<file path="config.mk">
export PLATFORM = sky130hd
export DESIGN_NAME = relu_pool22
export DESIGN_NICKNAME = d
export VERILOG_FILES = /design/src/rtl/relu_pool22_pkg.sv /design/src/rtl/relu_pool22_row_buf.sv /design/src/rtl/relu_pool22.sv
export SDC_FILE = /design/constraint.sdc
export NUM_CORES = 1
export LEC_CHECK = 0
export ABC_AREA = 1
export CORE_UTILIZATION = 45
export CTS_BUF_LIST = sky130_fd_sc_hd__clkbuf_4
export DETAILED_ROUTE_END_ITERATION = 8
export MAX_ROUTING_LAYER = met4
export PLACE_DENSITY = 0.61
export RECOVER_POWER = 25
export REMOVE_ABC_BUFFERS = 1
export SYNTH_ARGS = -nofsm -noshare
export SYNTH_HDL_FRONTEND = slang
export SYNTH_SLANG_ARGS = --single-unit
</file>
<file path="constraint.sdc">
create_clock -name clk -period 7.6 [get_ports clk]
set_input_delay 1.52 -clock clk [delete_from_list [all_inputs] [get_ports clk]]
set_output_delay 1.52 -clock clk [all_outputs]
set_load 0.05 [all_outputs]
</file>
<file path="src/rtl/relu_pool22_pkg.sv">
// +--------------------------------------------------------------------------+
// | relu_pool22_pkg : shared CNN constants and pooling row-FSM encoding       |
// | Rev 1.0                                                                   |
// +--------------------------------------------------------------------------+
`default_nettype none

package relu_pool22_pkg;

  localparam int DEF_BIT_WIDTH = 8;
  localparam int DEF_OUT_WIDTH = 32;
  localparam int DEF_IMG_W     = 24;
  localparam int DEF_IMG_H     = 24;

  localparam int STATE_W = 2;
  localparam logic [STATE_W-1:0] ROW_FILL = 2'd0;
  localparam logic [STATE_W-1:0] ROW_EMIT = 2'd1;
  localparam logic [STATE_W-1:0] ROW_DROP = 2'd2;

  // Index width that still yields one bit for degenerate sizes.
  function automatic int addr_bits(input int n);
    return (n > 1) ? $clog2(n) : 1;
  endfunction

endpackage

`default_nettype wire

</file>
<file path="src/rtl/relu_pool22_row_buf.sv">
// +--------------------------------------------------------------------------+
// | pool_row_buf : horizontal-max line buffer, one write / one async read     |
// | Rev 1.0                                                                   |
// +--------------------------------------------------------------------------+
`default_nettype none

module pool_row_buf
  import relu_pool22_pkg::*;
#(
  parameter int DEPTH = DEF_IMG_W / 2,
  parameter int WIDTH = DEF_BIT_WIDTH,
  parameter int AW    = addr_bits(DEPTH)
) (
  input  logic             clk,
  input  logic             we,
  input  logic [AW-1:0]    waddr,
  input  logic [WIDTH-1:0] wdata,
  input  logic [AW-1:0]    raddr,
  output logic [WIDTH-1:0] rdata
);

  // Contents are never reset: every entry is written on the fill row first.
  logic [WIDTH-1:0] mem [DEPTH];

  always_ff @(posedge clk) begin
    if (we) begin
      mem[waddr] <= wdata;
    end
  end

  assign rdata = mem[raddr];

endmodule

`default_nettype wire

</file>
<file path="src/rtl/relu_pool22.sv">
// +--------------------------------------------------------------------------+
// | relu_pool22 : shift + ReLU + 2x2 max-pool on a raster pixel stream.       |
// | Optional macro RELU_POOL_SAT_EN clips instead of wrapping.  Rev 1.0       |
// +--------------------------------------------------------------------------+
`default_nettype none

module relu_pool22
  import relu_pool22_pkg::*;
#(
  parameter int BIT_WIDTH = DEF_BIT_WIDTH,
  parameter int OUT_WIDTH = DEF_OUT_WIDTH,
  parameter int IMG_W     = DEF_IMG_W,
  parameter int IMG_H     = DEF_IMG_H,
  parameter int SHIFT     = 0
) (
  input  logic                        clk,
  input  logic                        rst,
  input  logic                        en,
  input  logic signed [OUT_WIDTH-1:0] convValue,
  output logic                        pool_valid,
  output logic signed [BIT_WIDTH-1:0] pool_out,
  output logic                        frame_done
);

  localparam int CW    = addr_bits(IMG_W);
  localparam int RW    = addr_bits(IMG_H);
  localparam int DEPTH = IMG_W / 2;
  localparam int AW    = addr_bits(DEPTH);

  localparam logic [CW-1:0] COL_LAST = CW'(IMG_W - 1);
  localparam logic [RW-1:0] ROW_LAST = RW'(IMG_H - 1);
  localparam logic [RW-1:0] ROW_PEN  = RW'(IMG_H - 2);

  logic [CW-1:0]               col;
  logic [RW-1:0]               row;
  logic [STATE_W-1:0]          state;
  logic [BIT_WIDTH-1:0]        held;

  logic signed [OUT_WIDTH-1:0] q;
  logic signed [OUT_WIDTH-1:0] r;
  logic [BIT_WIDTH-1:0]        pix;
  logic [BIT_WIDTH-1:0]        h;
  logic [BIT_WIDTH-1:0]        buf_rd;
  logic [BIT_WIDTH-1:0]        pooled;
  logic [AW-1:0]               pair;
  logic                        buf_we;
  logic                        last_col;
  logic                        last_row;

  assign q = convValue >>> SHIFT;
  assign r = q[OUT_WIDTH-1] ? '0 : q;

`ifdef RELU_POOL_SAT_EN
  localparam logic [OUT_WIDTH-1:0] SAT_MAX = OUT_WIDTH'((1 << (BIT_WIDTH - 1)) - 1);
  assign pix = ($unsigned(r) > SAT_MAX) ? SAT_MAX[BIT_WIDTH-1:0] : r[BIT_WIDTH-1:0];
`else
  logic unused_hi;
  assign pix       = r[BIT_WIDTH-1:0];
  assign unused_hi = ^r[OUT_WIDTH-1:BIT_WIDTH];
`endif

  // r is never negative, so magnitudes compare as unsigned.
  assign h        = (held > pix) ? held : pix;
  assign pooled   = (buf_rd > h) ? buf_rd : h;
  assign pair     = AW'(col >> 1);
  assign last_col = (col == COL_LAST);
  assign last_row = (row == ROW_LAST);
  assign buf_we   = en && col[0] && (state == ROW_FILL);

  pool_row_buf #(
    .DEPTH (DEPTH),
    .WIDTH (BIT_WIDTH),
    .AW    (AW)
  ) u_row_buf (
    .clk   (clk),
    .we    (buf_we),
    .waddr (pair),
    .wdata (h),
    .raddr (pair),
    .rdata (buf_rd)
  );

  always_ff @(posedge clk or negedge rst) begin
    if (!rst) begin
      col        <= '0;
      row        <= '0;
      state      <= ROW_FILL;
      held       <= '0;
      pool_valid <= 1'b0;
      pool_out   <= '0;
      frame_done <= 1'b0;
    end else begin
      pool_valid <= 1'b0;
      frame_done <= 1'b0;
      if (en) begin
        if (!col[0]) begin
          held <= pix;
        end
        if (col[0] && (state == ROW_EMIT)) begin
          pool_valid <= 1'b1;
          pool_out   <= $signed(pooled);
        end
        if (last_col) begin
          col <= '0;
          if (last_row) begin
            row        <= '0;
            state      <= ROW_FILL;
            frame_done <= 1'b1;
          end else begin
            row <= row + RW'(1);
            case (state)
              ROW_FILL: state <= ROW_EMIT;
              // Odd IMG_H leaves one unpaired row after this emit row.
              ROW_EMIT: state <= (row == ROW_PEN) ? ROW_DROP : ROW_FILL;
              default:  state <= ROW_FILL;
            endcase
          end
        end else begin
          col <= col + CW'(1);
        end
      end
    end
  end

endmodule

`default_nettype wire

</file>
==> impl_results.md <==
* Final core occ at 51.3%
* Worst Max-Slew Pin Slew at 1.69 ns
* Hold WS at 0.486 ns
* Synth area leader: edfxtp_1
* Deepest clock path buffer count at 2
* Int Pwr at around 0.0014 W
* Gr ovfl total at 0
* Most numerous cell in the Yosys netlist: nand2_1
* Drt total wl at 13,200 µm
* Pwr dens at roughly 380 nW/µm²
* Largest net degree at the start of global routing at between 50 and 60
* Max VDD drop at 0.180 mV
* Post-CTS setup buffers at 0
* Clk_skew at between 0.015 and 0.02 ns
* Syn_area_per_cell at 9.28 µm²
* Sw frac at 44.0%
* Max Cap Viol at 1
* Most common cell on crit path: nand2_1
* Critical path class: in -> reg
* Initial Util at 46.9%
* Post-synth EDFFs at 96
* Core area at roughly 13,000 µm²
* Min-Delay Path Class: reg -> reg
* PortBufs at 21
* Clk Latency, worst-skew pair at 0.53 ns
* Post-synthesis cell type count at 28
* Antenna Cells at 0
* DP HPWL at 8580 µm
* Vias at 4,361
* Placed instance area at between 6000 and 7000 µm²
* CP max-delay cell: nand2_1
* Drt first pass iters at 4
* RSZ-0062 raised after global routing: no
* Placement row count at 41
* Cells after DPL at 833
* CTS tree: yes
* Post-synth top area share at about 48%
* Crit path DAT at 5.38 ns
* CP max stage delay at 0.48 ns
* Element type at the critical path start: input pin
* Final period util at 65.3%
* Sequential element share of the synthesized area at roughly three fifths
* Layout cells sized above 1 at under 10%
* Cts hold-fix bufs at 0
* Crit end category: register
* Post-synth top cells: 325 x nand2_1, 96 x edfxtp_1, 40 x inv_1
* Routed len/inst at 15.3 µm
* Worst Hold Depth at 2
* Slew headroom at -13.0%
* RePlAce Congestion at 0.915
* Static Leak at 3.00 nW
* Cell count of the worst reg-to-reg path at 20
* Final Setup Violations at 0
* WHS Endpoint: pool_out[7]
* Vias in the first global route at 4,408
* FMAX at 202 MHz
* DIE HEIGHT at 118 µm
* Synth area leaders: edfxtp_1 48%, nand2_1 20%, dfrtp_1 12%
* Async SR Flop Fraction at approximately a quarter
* Die X-Extent at 118 µm
* H-tree lvl count at 4
* Hold Vio Cnt, Final at 0
* DR iter-0 viols at 334
* Die Area at ~14,000 µm²
* Mapped Area at 6020 µm²
* Synthesized instance count at 649
* Routed Antenna Nets at 0
* Non-filler cells, final at 865
* P&R area growth vs syn at 9.35%
* Via/cell ratio at 5.04
* First-pass GRT wire length at ~22,000 µm
* FF-to-FF End: pool_out[0]
* Yosys warns at 0
* Nets at approximately 730
* Root buffer cell: clkbuf_4
* Final critical-path required period at 4.96 ns
* Yosys reg bits at 126
* Seq pwr share at 37.4%
* Violated checks: capacitance limit, slew limit
* CTS sink count at 126
* Slew Limit Fails at 31
* WP buf/inv at 4
* CP Cell Sequence: clkdlybuf4s50_1, inv_1, nand2_1, ha_1, nand2_1, nor2_1, nand4_2, nand2_1, nand2_1, nand2_1, inv_1, ha_1, nand2_1, inv_1, nand2_1, nand2_1, nand2_1, nand2_1, nand2_1, nor2_1, nor2_1, nand2_1, nand2_1
* CTS-repair resized insts at 0
* Clock share of power at 16.9%
* Combinational Power Share at 45.7%
* R2R Setup Slk at 3.97 ns
* Dominant synthesized flop cell: edfxtp_1
* Final Cell Area at between 6000 and 7000 µm²
* Io pins at 45
* Gr usage total at between 20% and 30%
* Psw at 0.00111 W
* Status: finished, violations left
* Clock slew at reported path FFs at 0.09 ns
* Worst Path Required at 8.02 ns
* Total CTS buffers at 17
* Setup TNS at 0 ns
* Drc violations at 0
* Largest fanout on the critical path at 16
* Worst R2R Start: held[7]
* Antenna violations before repair at 0
* Worst hold start: pool_out[7]
* Filler cells at 1,202
* CP delay by family, top: simple AND/OR/NAND/NOR gates
-- layout by cell type, fill, tap and decap left out --
cell type,synthesis,final
a21o_1,2,2
a21oi_1,16,16
and3_1,1,1
buf_4,2,8
bufinv_16,0,2
clkbuf_1,2,3
clkbuf_4,0,20
clkdlybuf4s50_1,0,19
clkinv_1,0,6
clkinv_2,0,4
dfrtp_1,30,30
dlygate4sd3_1,0,2
edfxtp_1,96,96
ha_1,19,19
inv_1,40,40
inv_2,1,1
inv_4,1,1
nand2_1,325,326
nand2_2,2,1
nand3_1,24,25
nand3_2,5,4
nand4_1,3,3
nand4_2,1,1
nor2_1,38,40
nor2_2,3,2
nor3_1,11,11
nor3b_1,1,1
nor4_1,0,1
o21ai_0,7,7
xor2_1,1,1
-- sequential cells by signal (all words and copies together) (netlist names) --
register / flops
u_row_buf.mem: 96
held: 8
pool_valid: 1
state: 2
col: 5
frame_done: 1
row: 5
pool_out: 8
-- stage by stage --
step / total power (W) / setup WS, ns
2_1_floorplan: 0.00175 / 3.38
3_3_place_gp: 0.00209 / 2.21
3_5_place_dp: 0.00213 / 2.11
4_1_cts: 0.00256 / 2.69
5_1_grt: 0.00275 / 2.23
6_report: 0.00253 / 2.64
-- worst max-delay path by stage --
stage	from	end	slack [ns]	cells after the start
detailed placement	convValue[31]	pool_out[0]	2.11	23
finish	convValue[31]	pool_out[0]	2.64	23
global placement	convValue[31]	pool_out[0]	2.21	23
CTS	convValue[31]	pool_out[0]	2.69	23
floorplan	convValue[31]	pool_out[0]	3.38	18
global route	convValue[31]	pool_out[2]	2.23	23
-- tightest hold or removal path: cells and delay by family (launching register included) --
kind             cells  cell delay, ns
DFF                  1            0.35
and+or+nand+nor      2            0.10
-- power groups by stage --
stage                     Clock (W)  Combinational (W)  Sequential [W]
final                      0.000427            0.00116        0.000948
after floorplan                   0           0.000701         0.00105
after CTS                  0.000438            0.00117        0.000949
after global placement            0            0.00113        0.000959
after global routing       0.000465            0.00132        0.000960
after detailed placement          0            0.00116        0.000963
-- metal layers --
metal / share of wire [%] / global-route usage [%]
met5: 0 / -
met4: 2.5 / 9.21
met3: 5.3 / 4.70
met2: 47 / 34.3
met1: 45 / 27.1
-- final cells by class --
type	instances	area (µm²)	share of cell area, %
multi-input cells	461	2040	31.0
repair buffers	32	282	4.28
flip-flops and latches	126	3630	55.2
clock inverters	12	103	1.56
well taps	172	215	3.27
inverters	42	160	2.43
clock buffers	20	150	2.28
-- cell families (layout without fill, tap and decap cells) --
kind of cell | count (synthesis) | count (layout) | share of synthesized area, %
AO/OA/AOI/OAI | 25 | 25 | 2.16
XOR/XNOR | 1 | 1 | 0.145
adder cells (fa/ha/maj) | 19 | 19 | 3.95
buffers and inverters | 62 | 106 | 5.22
flip-flops | 126 | 126 | 60.3
AND/OR/NAND/NOR | 416 | 416 | 28.2
No activity file was read; power rests on OpenSTA's default activity.
